<file path="config.mk">
export PLATFORM = sky130hd
export DESIGN_NAME = vga_scan_out_flat
export DESIGN_NICKNAME = d
export VERILOG_FILES = /design/src/rtl/vga_scan_out_if.sv /design/src/rtl/vga_scan_out.sv /design/src/flat_wrapper.sv
export SDC_FILE = /design/constraint.sdc
export NUM_CORES = 1
export LEC_CHECK = 0
export CAP_MARGIN = 15
export CORE_MARGIN = 1.5
export CORE_UTILIZATION = 24
export DETAILED_ROUTE_END_ITERATION = 6
export SLEW_MARGIN = 40
export SYNTH_ARGS = -nofsm -noshare
export SYNTH_HDL_FRONTEND = slang
export SYNTH_SLANG_ARGS = --single-unit
</file>
<file path="constraint.sdc">
create_clock -name clk -period 2.9 [get_ports clk]
set_clock_uncertainty 0.2 [all_clocks]
set_input_delay 0.58 -clock clk [delete_from_list [all_inputs] [get_ports clk]]
set_output_delay 0.58 -clock clk [all_outputs]
set_load 0.01 [all_outputs]
</file>
<file path="src/rtl/vga_scan_out_if.sv">
// Compositor-facing bus of vga_scan_out: scan position/strobes out, pixel colour back in.
// With VGA_TEST_PATTERN_EN defined the bus also carries test_mode.
interface vga_scan_out_if;
  logic [9:0]  h_cnt;
  logic [9:0]  v_cnt;
  logic        valid;
  logic        pixel_tick;
  logic        frame_start;
  logic [11:0] rgb_in;
`ifdef VGA_TEST_PATTERN_EN
  logic        test_mode;

  modport master (
    output h_cnt, v_cnt, valid, pixel_tick, frame_start,
    input  rgb_in, test_mode
  );

  modport slave (
    input  h_cnt, v_cnt, valid, pixel_tick, frame_start,
    output rgb_in, test_mode
  );
`else
  modport master (
    output h_cnt, v_cnt, valid, pixel_tick, frame_start,
    input  rgb_in
  );

  modport slave (
    input  h_cnt, v_cnt, valid, pixel_tick, frame_start,
    output rgb_in
  );
`endif
endinterface

</file>
<file path="src/rtl/vga_scan_out.sv">
// VGA scan generator: pixel divider, h/v counters, registered RGB/sync pins one tick behind.
// Optional 8-bar test pattern when VGA_TEST_PATTERN_EN is defined.
module vga_scan_out #(
  parameter int CLK_DIV  = 4,
  parameter int H_ACTIVE = 640,
  parameter int H_FP     = 16,
  parameter int H_SYNC   = 96,
  parameter int H_BP     = 48,
  parameter int V_ACTIVE = 480,
  parameter int V_FP     = 10,
  parameter int V_SYNC   = 2,
  parameter int V_BP     = 33
) (
  input  logic           clk,
  input  logic           rst_n,
  vga_scan_out_if.master scan_if,
  output logic [3:0]     vga_r_o,
  output logic [3:0]     vga_g_o,
  output logic [3:0]     vga_b_o,
  output logic           hsync_o,
  output logic           vsync_o
);

  localparam int H_TOTAL = H_ACTIVE + H_FP + H_SYNC + H_BP;
  localparam int V_TOTAL = V_ACTIVE + V_FP + V_SYNC + V_BP;
  localparam int DIV_W   = (CLK_DIV > 1) ? $clog2(CLK_DIV) : 1;

  localparam logic [DIV_W-1:0] DIV_LAST = DIV_W'(CLK_DIV - 1);
  localparam logic [9:0] H_LAST   = 10'(H_TOTAL - 1);
  localparam logic [9:0] V_LAST   = 10'(V_TOTAL - 1);
  localparam logic [9:0] H_ACT    = 10'(H_ACTIVE);
  localparam logic [9:0] V_ACT    = 10'(V_ACTIVE);
  localparam logic [9:0] HS_FIRST = 10'(H_ACTIVE + H_FP);
  localparam logic [9:0] HS_LAST  = 10'(H_ACTIVE + H_FP + H_SYNC - 1);
  localparam logic [9:0] VS_FIRST = 10'(V_ACTIVE + V_FP);
  localparam logic [9:0] VS_LAST  = 10'(V_ACTIVE + V_FP + V_SYNC - 1);

  logic [DIV_W-1:0] div_q, div_d;
  logic [9:0]       h_q, h_d;
  logic [9:0]       v_q, v_d;
  logic [11:0]      rgb_q, rgb_d;
  logic             hsync_q, hsync_d;
  logic             vsync_q, vsync_d;
  logic             frame_start_q, frame_start_d;

  logic             tick;
  logic             h_last;
  logic             v_last;
  logic             active;
  logic [11:0]      pix_colour;

`ifdef VGA_TEST_PATTERN_EN
  localparam logic [9:0] BAR_W = 10'(H_ACTIVE / 8);

  logic [9:0]  bar_idx;
  logic [11:0] bar_colour;

  // Only meaningful while active, where h_cnt < H_ACTIVE keeps the index in 0..7.
  always_comb begin
    bar_idx = h_q / BAR_W;
    case (bar_idx)
      10'd0:   bar_colour = 12'hFFF;
      10'd1:   bar_colour = 12'hFF0;
      10'd2:   bar_colour = 12'h0FF;
      10'd3:   bar_colour = 12'h0F0;
      10'd4:   bar_colour = 12'hF0F;
      10'd5:   bar_colour = 12'hF00;
      10'd6:   bar_colour = 12'h00F;
      default: bar_colour = 12'h000;
    endcase
  end

  assign pix_colour = scan_if.test_mode ? bar_colour : scan_if.rgb_in;
`else
  assign pix_colour = scan_if.rgb_in;
`endif

  always_comb begin
    tick   = (div_q == DIV_LAST);
    h_last = (h_q == H_LAST);
    v_last = (v_q == V_LAST);
    active = (h_q < H_ACT) && (v_q < V_ACT);

    div_d         = tick ? '0 : div_q + 1'b1;
    h_d           = h_q;
    v_d           = v_q;
    rgb_d         = rgb_q;
    hsync_d       = hsync_q;
    vsync_d       = vsync_q;
    frame_start_d = tick && h_last && v_last;

    // Pins are computed from the position before the counters step, hence one tick of lag.
    if (tick) begin
      h_d     = h_last ? 10'd0 : h_q + 10'd1;
      if (h_last) begin
        v_d = v_last ? 10'd0 : v_q + 10'd1;
      end
      rgb_d   = active ? pix_colour : 12'h000;
      hsync_d = ~((h_q >= HS_FIRST) && (h_q <= HS_LAST));
      vsync_d = ~((v_q >= VS_FIRST) && (v_q <= VS_LAST));
    end
  end

  always_ff @(posedge clk or negedge rst_n) begin
    if (!rst_n) begin
      div_q         <= '0;
      h_q           <= '0;
      v_q           <= '0;
      rgb_q         <= '0;
      hsync_q       <= 1'b1;
      vsync_q       <= 1'b1;
      frame_start_q <= 1'b0;
    end else begin
      div_q         <= div_d;
      h_q           <= h_d;
      v_q           <= v_d;
      rgb_q         <= rgb_d;
      hsync_q       <= hsync_d;
      vsync_q       <= vsync_d;
      frame_start_q <= frame_start_d;
    end
  end

  assign scan_if.h_cnt       = h_q;
  assign scan_if.v_cnt       = v_q;
  assign scan_if.valid       = active;
  assign scan_if.pixel_tick  = tick;
  assign scan_if.frame_start = frame_start_q;

  assign vga_r_o = rgb_q[11:8];
  assign vga_g_o = rgb_q[7:4];
  assign vga_b_o = rgb_q[3:0];
  assign hsync_o = hsync_q;
  assign vsync_o = vsync_q;

endmodule

</file>
<file path="src/flat_wrapper.sv">
// flat-port wrapper written by rule: the top's interface ports become plain ports
module vga_scan_out_flat 
#(
  parameter int CLK_DIV  = 4,
  parameter int H_ACTIVE = 640,
  parameter int H_FP     = 16,
  parameter int H_SYNC   = 96,
  parameter int H_BP     = 48,
  parameter int V_ACTIVE = 480,
  parameter int V_FP     = 10,
  parameter int V_SYNC   = 2,
  parameter int V_BP     = 33
)
  (clk, rst_n, vga_r_o, vga_g_o, vga_b_o, hsync_o, vsync_o, scan_if_h_cnt, scan_if_v_cnt, scan_if_valid, scan_if_pixel_tick, scan_if_frame_start, scan_if_rgb_in);
  vga_scan_out_if scan_if_i ();
  input  logic clk;
  input  logic rst_n;
  output logic [3:0] vga_r_o;
  output logic [3:0] vga_g_o;
  output logic [3:0] vga_b_o;
  output logic hsync_o;
  output logic vsync_o;
  output wire logic [$bits(scan_if_i.h_cnt)-1:0] scan_if_h_cnt;
  output wire logic [$bits(scan_if_i.v_cnt)-1:0] scan_if_v_cnt;
  output wire logic [$bits(scan_if_i.valid)-1:0] scan_if_valid;
  output wire logic [$bits(scan_if_i.pixel_tick)-1:0] scan_if_pixel_tick;
  output wire logic [$bits(scan_if_i.frame_start)-1:0] scan_if_frame_start;
  input wire logic [$bits(scan_if_i.rgb_in)-1:0] scan_if_rgb_in;
  assign scan_if_h_cnt = scan_if_i.h_cnt;
  assign scan_if_v_cnt = scan_if_i.v_cnt;
  assign scan_if_valid = scan_if_i.valid;
  assign scan_if_pixel_tick = scan_if_i.pixel_tick;
  assign scan_if_frame_start = scan_if_i.frame_start;
  assign scan_if_i.rgb_in = scan_if_rgb_in;
  vga_scan_out #(.CLK_DIV(CLK_DIV), .H_ACTIVE(H_ACTIVE), .H_FP(H_FP), .H_SYNC(H_SYNC), .H_BP(H_BP), .V_ACTIVE(V_ACTIVE), .V_FP(V_FP), .V_SYNC(V_SYNC), .V_BP(V_BP)) u_core (.clk(clk), .rst_n(rst_n), .scan_if(scan_if_i), .vga_r_o(vga_r_o), .vga_g_o(vga_g_o), .vga_b_o(vga_b_o), .hsync_o(hsync_o), .vsync_o(vsync_o));
endmodule
</file>
==> impl_metrics.xml <==
<?xml version="1.0" encoding="UTF-8"?>
<metrics>
  <group name="run_status">
    <metric name="run_status" unit="">completed</metric>
  </group>
  <group name="worst_setup_path">
    <metric name="data_arrival_time_at_the_worst_slack_endpoint" unit="ps">1730</metric>
    <metric name="critPathRequiredTime" unit="ps">2120</metric>
    <metric name="crit_fanout" unit="">6</metric>
    <metric name="worst_setup_path_type" unit="">reg -&gt; out</metric>
    <metric name="setup.worst_path.end_class" unit="">output pin</metric>
    <metric name="critPathLaunchType" unit="">flip-flop</metric>
    <metric name="ff2ff_path_depth" unit="">5</metric>
    <metric name="r2r_start" unit="">u_core.div_q[0]</metric>
    <metric name="worst_setup_slack_for_register_to_register_paths" unit="ps">680</metric>
    <metric name="regToRegEndpoint" unit="">u_core.scan_if.v_cnt[9]</metric>
  </group>
  <group name="timing">
    <metric name="worstMarginPinSlew" unit="ps">590</metric>
    <metric name="period_share" unit="%">86.6</metric>
    <metric name="slew_violations" unit="">0</metric>
    <metric name="setup-violations-final" unit="">0</metric>
    <metric name="slew_headroom" unit="%">60.3</metric>
    <metric name="max_freq" unit="GHz">0.398</metric>
    <metric name="fin_tns_setup" unit="ps">0</metric>
    <metric name="setup_repair_after_global_routing_missed_its_margin" unit="">no</metric>
    <metric name="finalHoldViolCount" unit="">0</metric>
    <metric name="layout_min_cycle_time" unit="ps">2510</metric>
  </group>
  <group name="placement">
    <metric name="io_buffers" unit="">50</metric>
    <metric name="dp_cells" unit="">319</metric>
    <metric name="dp.final_hpwl" unit="mm">3.07</metric>
    <metric name="weighted_congestion_at_the_end_of_routability_driven_global_placement" unit="">0.840</metric>
  </group>
  <group name="floorplan">
    <metric name="fp.dieArea" unit="µm²">7910</metric>
    <metric name="initial_cell_density_of_the_core" unit="%">24.6</metric>
    <metric name="core_region_area" unit="µm²">7210</metric>
    <metric name="rows" unit="">31</metric>
    <metric name="design.portCount" unit="">51</metric>
    <metric name="die_width" unit="µm">88.9</metric>
    <metric name="die_y" unit="µm">88.9</metric>
  </group>
  <group name="synth">
    <metric name="synth.largest_area_cell" unit="">dfrtp_1</metric>
    <metric name="yosys.cell_types.count" unit="">36</metric>
    <metric name="netlist_instances" unit="">174</metric>
    <metric name="synth.cell_area" unit="µm²">1770</metric>
    <metric name="synth.yosys.seq_area_share" unit="%">52.4</metric>
    <metric name="synth_largest_type_area_fraction" unit="%">49.4</metric>
    <metric name="post_synth_main_area_contributors" unit="">dfrtp_1 (49%), nand2_1 (4.2%), o22ai_1 (4.2%), inv_1 (4.0%), ha_1 (3.5%)</metric>
    <metric name="mean_instance_size_in_the_synthesized_netlist" unit="µm²">10.2</metric>
    <metric name="synth-warning-count" unit="">0</metric>
    <metric name="nets_in_the_synthesized_netlist" unit="">193</metric>
    <metric name="yosys_register_bits" unit="">37</metric>
  </group>
  <group name="clock_network">
    <metric name="cts_setup_buffers" unit="">0</metric>
    <metric name="cts_max_path_buffers" unit="">2</metric>
    <metric name="cts_tree" unit="">yes</metric>
    <metric name="cts_hold_bufs" unit="">0</metric>
    <metric name="clk-insertion-delay-late" unit="ps">290</metric>
    <metric name="cts_repair_resize_count" unit="">0</metric>
    <metric name="cts_sinks" unit="">37</metric>
    <metric name="cts.root.buffer_cell" unit="">clkbuf_8</metric>
    <metric name="clk_pin_slew_worst_paths" unit="ps">80</metric>
    <metric name="num_cts_buffers" unit="">5</metric>
    <metric name="cts_htree_levels" unit="">2</metric>
  </group>
  <group name="cells_and_area">
    <metric name="antenna-diode-count" unit="">0</metric>
    <metric name="fin_nets" unit="">246</metric>
    <metric name="final_layout_size_suffix_gt1_share" unit="%">9.21</metric>
    <metric name="synthToLayoutAreaGrowth" unit="%">41.7</metric>
    <metric name="mostFrequentLayoutCell" unit="">clkdlybuf4s50_1</metric>
    <metric name="layoutNonFillerInstCount" unit="">327</metric>
    <metric name="final_cell_mix" unit="">clkdlybuf4s50_1 (49), dfrtp_1 (35), nand2_1 (20), inv_1 (19), o22ai_1 (12)</metric>
  </group>
  <group name="detailed_routing">
    <metric name="final_antenna_net_count" unit="">0</metric>
    <metric name="drtPass1Iterations" unit="">6</metric>
    <metric name="detailroute.via_count" unit="">1463</metric>
    <metric name="drt-total-wl" unit="mm">4.31</metric>
    <metric name="drc" unit="">0</metric>
    <metric name="drt-vias-per-instance" unit="">4.47</metric>
    <metric name="detailed_route_wire_length_per_cell" unit="µm">13.2</metric>
    <metric name="drtIter0Drc" unit="">64</metric>
  </group>
  <group name="power">
    <metric name="switchingPower" unit="W">0.000218</metric>
    <metric name="power.clock.fraction" unit="%">47.6</metric>
    <metric name="standby_leakage_power" unit="nW">1.07</metric>
    <metric name="power_per_cell_area" unit="nW/µm²">445</metric>
    <metric name="combinationalPowerShare" unit="%">5.1</metric>
    <metric name="cell_internal_pwr" unit="W">0.000900</metric>
    <metric name="sw_frac_of_total" unit="%">19.5</metric>
    <metric name="vdd_drop_max" unit="mV">0.220</metric>
    <metric name="sequentialPowerShare" unit="%">47.3</metric>
  </group>
  <group name="global_routing">
    <metric name="antenna_found_initial" unit="">0</metric>
    <metric name="grt_pass1_vias" unit="">1405</metric>
    <metric name="grt_remaining_overflow" unit="">0</metric>
    <metric name="groute.usage.overall" unit="%">11.5</metric>
    <metric name="grt_max_degree" unit="">38</metric>
    <metric name="first_pass_grt_wire_length" unit="mm">7.00</metric>
  </group>
  <group name="run">
    <metric name="maxCapViolCount" unit="">0</metric>
  </group>
  <group name="hold_path">
    <metric name="worstHoldPathType" unit="">in -&gt; async</metric>
  </group>
</metrics>
cells by family after synthesis:
group	Yosys count	share of synthesized area [%]
buffers and inverters	25	5.79
AO/OA/AOI/OAI	27	9.04
adder cells (fa/ha/maj)	5	3.53
AND/OR/NAND/NOR	67	22.8
XOR/XNOR	13	6.43
flip-flops	37	52.4
power by group through the flow:
stage / logic [W] / registers, W / clock network, W
CTS: 0.0000589 / 0.000529 / 0.000550
global placement: 0.0000576 / 0.000539 / 0
floorplan: 0.00000771 / 0.000543 / 0
global route: 0.0000636 / 0.000530 / 0.000572
detailed placement: 0.0000588 / 0.000539 / 0
finish: 0.0000570 / 0.000529 / 0.000532
cells in the mapped netlist, drive strengths merged:
master and n:
and3 2, and4 2, nand3b 1, nand2 20, xor2 7, nand4 6
xnor2 6, or4b 2, nor2 10, and2 1, clkbuf 4, and4b 1
nor3 4, nor4bb 1, o31ai 1, nand3 11, o22ai 12, ha 5
a21oi 3, o21ai 9, or2 1, inv 19, dfstp 2, nand4b 1
o2111ai 1, dfrtp 35, nor4 4, buf 2, o41ai 1
through the flow:
stage	hold slack [ps]	instance area, µm²	util [%]	total power (W)	setup WS [ps]
after global routing	77.0	2510	34.8	0.00117	283
after CTS	63.4	2510	34.8	0.00114	360
after global placement	213	2370	32.9	0.000596	717
final	43.3	2510	34.8	0.00112	388
after detailed placement	219	2380	33.0	0.000598	708
after floorplan	84.4	1770	-	0.000551	930
sequential cells by signal (all words and copies together), names as in the netlist:
name,flops
u_core.rgb_q,12
u_core.scan_if.h_cnt,10
u_core.scan_if.v_cnt,10
u_core.div_q,2
u_core.hsync_o,1
u_core.scan_if.frame_start,1
u_core.vsync_o,1
critical path, stage by stage, from the launching register on:
cell	delay [ps]
dfrtp_1	450
nand4_1	210
nand3b_1	160
inv_1	100
clkdlybuf4s50_1	530
worst max-delay path by stage:
| stage | cells after the start | end | start |
|---|---|---|---|
| final | 4 | scan_if_valid | u_core.scan_if.v_cnt[5] |
| after global routing | 4 | scan_if_valid | u_core.scan_if.h_cnt[8] |
| after CTS | 4 | scan_if_valid | u_core.scan_if.v_cnt[5] |
| after detailed placement | 4 | scan_if_valid | u_core.scan_if.h_cnt[8] |
| after global placement | 4 | scan_if_valid | u_core.scan_if.h_cnt[8] |
| after floorplan | 4 | scan_if_valid | u_core.scan_if.v_cnt[5] |
final cells by class:
| type | instances | area, µm² |
|---|---|---|
| tap | 99 | 124 |
| timing repair buffer | 52 | 513 |
| fill | 770 | 4700 |
| clock inverter | 3 | 65.1 |
| sequential | 37 | 928 |
| inverter | 19 | 71.3 |
| clock buffer | 5 | 68.8 |
| multi-input combinational | 112 | 741 |
routing by layer:
layer	global-route usage (%)	vias to the layer above	share of wire (%)
met5	0	-	0
met4	1.70	0	0
met3	3.42	0	5.6
met2	18.4	48	47
met1	15.8	707	47
li1	-	708	-
Note: power is estimated with default switching activity, not from simulation.
